**src/rtl/render_pkg.sv**
```systemverilog
// Shared state encoding and clear constants for the render frame sequencer.
package render_pkg;

  typedef enum logic [2:0] {
    S_IDLE,
    S_CLEAR,
    S_WAIT_READY,
    S_START,
    S_RUN,
    S_SWAP
  } seq_state_e;

  localparam int unsigned DEPTH_MAX_W = 32;

  // Far-plane depth; users slice it down to their configured depth width.
  localparam logic [DEPTH_MAX_W-1:0] CLEAR_DEPTH = '1;

  localparam int unsigned DEFAULT_CLEAR_COLOR = 0;

  function automatic int unsigned sat_count(input int unsigned req,
                                            input int unsigned ceiling);
    return (req > ceiling) ? ceiling : req;
  endfunction

endpackage

```
**src/rtl/fb_clear_engine.sv**
```systemverilog
// Clear-address generator: after a start pulse, sweeps 0..NUM_PIXELS-1 one
// address per cycle and flags the terminal address.
module fb_clear_engine #(
  parameter int ADDRWIDTH  = 17,
  parameter int NUM_PIXELS = 76800
) (
  input  logic                 clk,
  input  logic                 rstn,
  input  logic                 start_i,
  output logic                 done_o,
  output logic                 wr_en_o,
  output logic [ADDRWIDTH-1:0] addr_o
);

  localparam logic [ADDRWIDTH-1:0] LAST_ADDR = ADDRWIDTH'(NUM_PIXELS - 1);

  logic                 running_q;
  logic [ADDRWIDTH-1:0] addr_q;

  assign done_o  = running_q && (addr_q == LAST_ADDR);
  assign wr_en_o = running_q;
  assign addr_o  = addr_q;

  // NOTE: registers use non-blocking assignments so every flop samples
  // pre-edge values; blocking here would make results depend on statement order.
  always_ff @(posedge clk or negedge rstn) begin
    if (!rstn) begin
      running_q <= 1'b0;
      addr_q    <= '0;
    end else if (start_i) begin
      running_q <= 1'b1;
      addr_q    <= '0;
    end else if (running_q) begin
      if (done_o) begin
        running_q <= 1'b0;
        addr_q    <= '0;
      end else begin
        addr_q <= addr_q + ADDRWIDTH'(1);
      end
    end
  end

endmodule

```
**src/rtl/render_frame_sequencer.sv**
```systemverilog
// Frame-level sequencer: optional framebuffer clear, per-object pipeline
// handshake, buffer swap, and a registered framebuffer write port.
module render_frame_sequencer
  import render_pkg::*;
#(
  parameter int MAX_NUM_OBJECTS_PER_FRAME = 1024,
  parameter int SCREEN_WIDTH              = 320,
  parameter int SCREEN_HEIGHT             = 240,
  parameter int ADDRWIDTH                 = $clog2(SCREEN_WIDTH * SCREEN_HEIGHT),
  parameter int OUTPUT_DATAWIDTH          = 12,
  parameter int COLORWIDTH                = 4,
  parameter int CLEAR_COLOR               = DEFAULT_CLEAR_COLOR,
  localparam int OBJW                     = $clog2(MAX_NUM_OBJECTS_PER_FRAME + 1),
  localparam int IDXW                     = $clog2(MAX_NUM_OBJECTS_PER_FRAME)
) (
  input  logic                        clk,
  input  logic                        rstn,
  input  logic                        i_frame_start,
  input  logic [OBJW-1:0]             i_object_count,
  input  logic                        i_clear_en,
  output logic                        o_busy,
  output logic                        o_frame_done,
  output logic                        o_frame_dropped,
  output logic [IDXW-1:0]             o_object_idx,
  output logic                        o_pipe_start,
  input  logic                        i_pipe_ready,
  input  logic                        i_pipe_finished,
  input  logic [ADDRWIDTH-1:0]        i_pipe_fb_addr,
  input  logic                        i_pipe_fb_write_en,
  input  logic [OUTPUT_DATAWIDTH-1:0] i_pipe_fb_depth_data,
  input  logic [COLORWIDTH-1:0]       i_pipe_fb_color_data,
  output logic [ADDRWIDTH-1:0]        o_fb_addr_write,
  output logic                        o_fb_write_en,
  output logic [OUTPUT_DATAWIDTH-1:0] o_fb_depth_data,
  output logic [COLORWIDTH-1:0]       o_fb_color_data,
  output logic                        o_swap_req,
  input  logic                        i_swap_ack
);

  localparam logic [OUTPUT_DATAWIDTH-1:0] CLR_DEPTH = CLEAR_DEPTH[OUTPUT_DATAWIDTH-1:0];
  localparam logic [COLORWIDTH-1:0]       CLR_COLOR = COLORWIDTH'(CLEAR_COLOR);

  seq_state_e       state_q;
  logic [OBJW-1:0]  count_q;
  logic [OBJW-1:0]  idx_q;
  logic [OBJW-1:0]  idx_d;
  logic [OBJW-1:0]  accept_count;
  logic             pipe_start_q;
  logic             swap_req_q;
  logic             frame_done_q;
  logic             dropped_q;

  logic                  clr_start;
  logic                  clr_done;
  logic                  clr_we;
  logic [ADDRWIDTH-1:0]  clr_addr;
  logic                  fwd_active;

  logic [ADDRWIDTH-1:0]        fb_addr_q;
  logic                        fb_we_q;
  logic [OUTPUT_DATAWIDTH-1:0] fb_depth_q;
  logic [COLORWIDTH-1:0]       fb_color_q;

  // Requests above the ceiling are clipped rather than rejected.
  assign accept_count = OBJW'(sat_count(32'(i_object_count),
                                        32'(MAX_NUM_OBJECTS_PER_FRAME)));
  assign clr_start    = (state_q == S_IDLE) && i_frame_start && i_clear_en;
  assign idx_d        = idx_q + OBJW'(1);
  assign fwd_active   = (state_q == S_WAIT_READY) || (state_q == S_START) ||
                        (state_q == S_RUN);

  fb_clear_engine #(
    .ADDRWIDTH  (ADDRWIDTH),
    .NUM_PIXELS (SCREEN_WIDTH * SCREEN_HEIGHT)
  ) u_clear (
    .clk     (clk),
    .rstn    (rstn),
    .start_i (clr_start),
    .done_o  (clr_done),
    .wr_en_o (clr_we),
    .addr_o  (clr_addr)
  );

  always_ff @(posedge clk or negedge rstn) begin
    if (!rstn) begin
      state_q      <= S_IDLE;
      count_q      <= '0;
      idx_q        <= '0;
      pipe_start_q <= 1'b0;
      swap_req_q   <= 1'b0;
      frame_done_q <= 1'b0;
      dropped_q    <= 1'b0;
    end else begin
      frame_done_q <= 1'b0;
      dropped_q    <= i_frame_start && (state_q != S_IDLE);
      case (state_q)
        S_IDLE: begin
          if (i_frame_start) begin
            count_q <= accept_count;
            idx_q   <= '0;
            if (i_clear_en) begin
              state_q <= S_CLEAR;
            end else if (accept_count == '0) begin
              state_q    <= S_SWAP;
              swap_req_q <= 1'b1;
            end else begin
              state_q <= S_WAIT_READY;
            end
          end
        end
        S_CLEAR: begin
          if (clr_done) begin
            if (count_q == '0) begin
              state_q    <= S_SWAP;
              swap_req_q <= 1'b1;
            end else begin
              state_q <= S_WAIT_READY;
            end
          end
        end
        S_WAIT_READY: begin
          if (i_pipe_ready) begin
            state_q      <= S_START;
            pipe_start_q <= 1'b1;
          end
        end
        S_START: begin
          state_q      <= S_RUN;
          pipe_start_q <= 1'b0;
        end
        S_RUN: begin
          if (i_pipe_finished) begin
            idx_q <= idx_d;
            if (idx_d >= count_q) begin
              state_q    <= S_SWAP;
              swap_req_q <= 1'b1;
            end else begin
              state_q <= S_WAIT_READY;
            end
          end
        end
        S_SWAP: begin
          if (i_swap_ack) begin
            state_q      <= S_IDLE;
            swap_req_q   <= 1'b0;
            frame_done_q <= 1'b1;
            idx_q        <= '0;
          end
        end
        default: begin
          state_q <= S_IDLE;
        end
      endcase
    end
  end

  // Single output register shared by both write sources keeps latency equal.
  always_ff @(posedge clk or negedge rstn) begin
    if (!rstn) begin
      fb_addr_q  <= '0;
      fb_we_q    <= 1'b0;
      fb_depth_q <= '0;
      fb_color_q <= '0;
    end else if (clr_we) begin
      fb_addr_q  <= clr_addr;
      fb_we_q    <= 1'b1;
      fb_depth_q <= CLR_DEPTH;
      fb_color_q <= CLR_COLOR;
    end else if (fwd_active) begin
      fb_addr_q  <= i_pipe_fb_addr;
      fb_we_q    <= i_pipe_fb_write_en;
      fb_depth_q <= i_pipe_fb_depth_data;
      fb_color_q <= i_pipe_fb_color_data;
    end else begin
      fb_addr_q  <= '0;
      fb_we_q    <= 1'b0;
      fb_depth_q <= '0;
      fb_color_q <= '0;
    end
  end

  assign o_busy          = (state_q != S_IDLE);
  assign o_frame_done    = frame_done_q;
  assign o_frame_dropped = dropped_q;
  assign o_object_idx    = idx_q[IDXW-1:0];
  assign o_pipe_start    = pipe_start_q;
  assign o_swap_req      = swap_req_q;
  assign o_fb_addr_write = fb_addr_q;
  assign o_fb_write_en   = fb_we_q;
  assign o_fb_depth_data = fb_depth_q;
  assign o_fb_color_data = fb_color_q;

endmodule
```
**config.mk**
```make
export PLATFORM = sky130hd
export DESIGN_NAME = render_frame_sequencer
export DESIGN_NICKNAME = d
export VERILOG_FILES = /design/src/rtl/render_pkg.sv /design/src/rtl/fb_clear_engine.sv /design/src/rtl/render_frame_sequencer.sv
export SDC_FILE = /design/constraint.sdc
export NUM_CORES = 1
export LEC_CHECK = 0
export BUFFER_PORTS_ARGS = -buffer_cell sky130_fd_sc_hd__buf_2
export CAP_MARGIN = 20
export CORE_MARGIN = 8
export CORE_UTILIZATION = 50
export DETAILED_ROUTE_END_ITERATION = 12
export HOLD_SLACK_MARGIN = 0.15
export PLACE_DENSITY = 0.76
export SLEW_MARGIN = 20
export SYNTH_ARGS = -nofsm -noshare
export SYNTH_HDL_FRONTEND = slang
export SYNTH_SLANG_ARGS = --single-unit
```
**constraint.sdc**
```tcl
create_clock -name clk -period 4.7 [get_ports clk]
set_clock_uncertainty 0.15 [all_clocks]
set_input_delay 1.175 -clock clk [delete_from_list [all_inputs] [get_ports clk]]
set_output_delay 1.175 -clock clk [all_outputs]
set_load 0.03 [all_outputs]
```
## Word-level counts from Yosys, hierarchy flattened

Cells that the tools add are included.

| word-level totals | value |
|---|---|
| register bits after elaboration | 81 |
| bits in latches | 0 |
| bits in writable memories | 0 |
| ROM bits | 0 |
| input bits | 52 |
| output and inout bits | 49 |
| logic and storage cells | 93 |
| memories | 0 |

| cells by class | value |
|---|---|
| add/sub/neg operators | 2 |
| $mul | 0 |
| divide/modulo/power cells | 0 |
| magnitude comparators | 2 |
| equality and inequality tests | 15 |
| shift-type cells | 0 |
| muxes and demuxes | 42 |
| bitwise operators | 0 |
| reduce and logical (&&, ||, !) cells | 19 |

Operators by type and width:

| operator | number |
|---|---|
| $mux W17 | 5 |
| $mux W11 | 4 |
| $pmux W11 S3 | 1 |
| $mux W3 | 9 |
| $mux W12 | 2 |
| $logic_not A11 Y1 | 2 |
| $pmux W3 S6 | 1 |
| $add A17 B1 Y17 const B | 1 |
| $eq A17 B17 Y1 const B | 1 |
| $mux W1 | 16 |
| $ne A2 B2 Y1 const B | 7 |
| $add A11 B1 Y11 const B | 1 |
| $ge A11 B11 Y1 | 1 |
| $gt A11 B11 Y1 const B | 1 |
| $reduce_and A9 Y1 | 1 |
| $mux W4 | 2 |
| $eq A3 B2 Y1 const B | 2 |
| $eq A3 B3 Y1 const B | 2 |
| $reduce_bool A3 Y1 | 2 |
| $reduce_and A5 Y1 | 1 |
| $logic_and A1 B1 Y1 | 4 |
| $ne A2 B1 Y1 const B | 2 |
| $pmux W1 S4 | 1 |
| $reduce_and A2 Y1 | 2 |
| 7 further kinds | 9 |

## Depth between registers and ports, before layout

| depth | value |
|---|---|
| word-level depth | 7 |
| mapped depth | 10 |

## Cells and area by module

From an unflattened synthesis, not the netlist that was laid out.

| second synthesis, totals | value |
|---|---|
| cells, all modules | 435 |
| area, all modules | 4224.1 µm² |

By module, submodules not included:

| module | times used | cells an instance | area each (µm²) | sequential area each (µm²) |
|---|---|---|---|---|
| render_frame_sequencer | 1 | 324 | 3198.1 | 1576.5 |
| fb_clear_engine | 1 | 111 | 1026.0 | 450.4 |

## Worst setup path before layout

No wires, ideal clock.

| timing path | value |
|---|---|
| path type | reg-to-reg |
| from | register idx_q[0] |
| to | register state_q[0] |
| setup time | 0.139 ns |
| data arrival time | 2.519 ns |
| data required time | 4.411 ns |
| slack | 1.892 ns |
| stages on the path, launching flop included | 11 |
| buffers on the path | 0 |
| period minus slack after synthesis | 2.808 ns |
| path through | dfrtp_1 > ha_1 > nand2_1 > nor2_1 > nand3_1 > xnor2_1 > ha_1 > a211o_1 > a21oi_1 > a31oi_1 > or4_1 |

| on the way | value |
|---|---|
| cells in the longest elaborated chain, start to end | 5 |

Ends and longest elaborated chain:

| what | line | text |
|---|---|---|
| start, declared | render_frame_sequencer.sv:45 | `logic [OBJW-1:0] idx_q;` |
| start signal, assigned | render_frame_sequencer.sv:133 | `idx_q <= idx_d;` |
| $add A11 B1 Y11 | render_frame_sequencer.sv:68 | `assign idx_d = idx_q + OBJW'(1);` |
| $ge A11 B11 Y1 | render_frame_sequencer.sv:134 | `if (idx_d >= count_q) begin` |
| $mux W3 | render_frame_sequencer.sv:134 |  |
| $mux W3 | render_frame_sequencer.sv:132 | `if (i_pipe_finished) begin` |
| $pmux W3 S6 | render_frame_sequencer.sv:96 | `case (state_q)` |
| end signal, assigned | render_frame_sequencer.sv:102 | `state_q <= S_CLEAR;` |
| end signal, assigned | render_frame_sequencer.sv:135 | `state_q <= S_SWAP;` |
| end signal, assigned | render_frame_sequencer.sv:138 | `state_q <= S_WAIT_READY;` |
| end, declared | render_frame_sequencer.sv:43 | `seq_state_e state_q;` |

No other way between the ends. The select of a mux whose other input is x is not followed.
A chain may end at the register's enable or synchronous reset.

## Worst setup path in the final report

Same ends and word-level chain as after synthesis.

==> impl_metrics.tcl <==
set metrics [dict create \
    status "complete, no violations" \
    netlist_area_mm2 0.00417 \
    cts.sinks 81 \
    finalHoldViolations 0 \
    hpwl_um 7630 \
    leakagePower_uw 0.00237 \
    seq_power_share_pct 41.2 \
    synth_area_leader_cell "dfrtp_1" \
    ys_types 51 \
    synth.top_cell.area_share_pct 48.6 \
    dieArea_mm2 0.0115 \
    post_cts_buffers 0 \
    vias 3621 \
    end_kind "register" \
    area_delta_synth_final_pct 17.7 \
    synth_warnings 0 \
    chipWidth_um 107 \
    pin_count 101 \
    antenna_cells 0 \
    grt_overflow 0 \
    multi_input_area_mm2 0.00190 \
    via_per_inst 5.55 \
    wirelength_um 10300 \
    cp-start-kind "register" \
    p_int_uw 1430 \
    synthFlopType "dfrtp_1" \
    first_pass_iters 5 \
    slew_headroom_pct 42.5 \
    cts_hold_buf 0 \
    final_max_slew_viol_count 0 \
    period_share_pct 66.4 \
    timing.setup.tns_ns 0 \
    drive_gt1_share_pct 23.0 \
    rsz0062_at_grt "false" \
    async_reset_ff_share_pct 100 \
    p_clk_share_pct 23.8 \
    final.fill_count 741 \
    power.switching_uw 927 \
    root_buffer "clkbuf_8" \
    seqCellArea_mm2 0.00203 \
    crit_required_ns 4.77 \
    fmax_ghz 0.321 \
    dr.first_iter.drc_count 188 \
    avgSynthCellArea_um2 9.09 \
    grt_pass1_vias 3556 \
    insertion_delay_ns 0.35 \
    worst_pin_slew_ns 0.855 \
    cp_max_fo 7 \
    power_density_mw_per_mm2 481 \
    die_h_um 107 \
    portBuffers 100 \
    setup_viol 0 \
    min_period_ns 3.12 \
    place.gp.congestion 0.840 \
    critPathKind "register to register" \
    maxCapViolations 0 \
    grt_max_degree 82 \
    synth_cells 459 \
    cts_tree "yes" \
    grt_first_pass_wirelength_um 16700 \
    p_comb_share_pct 34.9 \
    routedWlPerCell_um 15.8 \
    clk_pin_slew_worst_paths_ns 0.09 \
    synth-seq-cells 81 \
    h-tree-depth 3 \
    cp_data_arrival_time_ns 3.19 \
    cts_buffer_depth 2 \
    synth_nets 524 \
    drt.antenna.violating_nets 0 \
    synth_edf_count 0 \
    mostFrequentLayoutCells "buf_2, nand2_1, dfrtp_1" \
    worstHoldPathType "register to register" \
    start_util_pct 51.3 \
    grt_use_total_pct 17.9 \
    swShare_pct 39.3 \
    final_common_cell "buf_2" \
    antenna_found_initial 0 \
    power_uw 2360 \
    synth_area_leaders "dfrtp_1, nand2_1, o21ai_0, ha_1, a21oi_1" \
    layout.nets 607 \
    vdd.ir_drop.worst_mv 0.182 \
    cts_resized 0 \
    cts_buffers 9 \
    drc 0 \
    core_area_mm2 0.00813 \
    ys_seq_area_share_pct 48.6 \
    fp-row-count 33 \
]
[layout make-up]
type / count / share of cell area [%]
multi-input combinational: 324 / 38.7
clock inverter: 6 / 1.86
sequential: 81 / 41.3
tap: 105 / 2.68
timing repair buffer: 103 / 11.1
clock buffer: 10 / 2.60
inverter: 23 / 1.76
[state kept, by name (all words and copies together), names as in the netlist]
signal and flops:
state_q 3, o_fb_addr_write 17, idx_q 11, o_fb_write_en 1
count_q 11, u_clear.wr_en_o 1, u_clear.addr_o 17, o_swap_req 1
o_frame_done 1, o_fb_color_data 4, o_fb_depth_data 12, o_frame_dropped 1
o_pipe_start 1
[cell families (layout without fill, tap and decap cells)]
kind of cell    after synthesis  in the layout  share of synthesized area (%)
fa+ha+maj                    13             13                           3.90
xor+xnor                     10             10                           2.10
mux                           7              7                           1.74
buf+inv                      54            142                           5.91
simple gates                187            187                           21.4
flops                        81             81                           48.6
compound gates              107            107                           16.4
[critical path: stages, from the launching register on]
cell and delay, ns:
dfrtp_1 0.45, ha_1 0.29, nand2_1 0.10, nor2_1 0.29
nand3_1 0.18, xnor2_1 0.16, ha_1 0.30, a211o_1 0.31
a21oi_1 0.19, a31oi_1 0.10, or4_1 0.47
[power groups by stage]
stage	logic, µW	clock network (µW)	registers [µW]
6_report	824	562	973
4_1_cts	830	572	974
3_3_place_gp	800	0	983
2_1_floorplan	572	0	1000
3_5_place_dp	825	0	988
5_1_grt	932	600	998
[cells in the mapped netlist (2+ instances only)]
master / instances
nor2_1: 16
and3_1: 9
nand2_1: 92
xnor2_1: 4
o21a_1: 2
dfrtp_1: 81
nand2b_1: 8
or4_1: 2
o21ai_0: 44
ha_1: 13
inv_1: 23
nand4_1: 3
and2_1: 2
a31oi_1: 3
a21o_1: 4
nor2b_1: 4
a211o_1: 3
o211a_1: 2
nor4_1: 9
a21oi_1: 21
buf_2: 5
or3_1: 5
a22o_1: 12
o31ai_1: 4
xor2_1: 6
nand3_1: 19
clkbuf_1: 16
nor3_1: 10
buf_4: 10
mux2_2: 2
mux2i_1: 5
[layer usage]
metal  GRT usage (%)  wire length (µm)
met5               0                 0
met4            8.04               152
met3            4.19               712
met2            30.1              5290
met1            21.4              4140
[path summary, 6_finish.rpt]
path	from	endpoint	slack, ns	cells after the start
worst max-delay path	idx_q[0]	state_q[0]	1.58	10
worst min-delay path	count_q[1]	count_q[1]	0.37	2
worst max register to register	idx_q[0]	state_q[0]	1.58	10
worst min register to register	count_q[1]	count_q[1]	0.37	2
max in group asynchronous	rstn	u_clear.addr_o[9]	3.25	2
min in group asynchronous	rstn	idx_q[2]	0.55	1
[stage by stage]
stage               instance area, µm²  setup WS (ns)  util (%)  hold slack, ns  instances
floorplan                         4170           1.89         -           0.322        459
global placement                  4660           1.60      57.3           0.350        635
detailed placement                4660           1.49      57.3           0.354        635
CTS                               4880           1.59      60.0           0.375        651
global route                      4910           1.36      60.3           0.404        652
finish                            4910           1.58      60.3           0.371        652
Note: power is estimated with default switching activity, not from simulation.
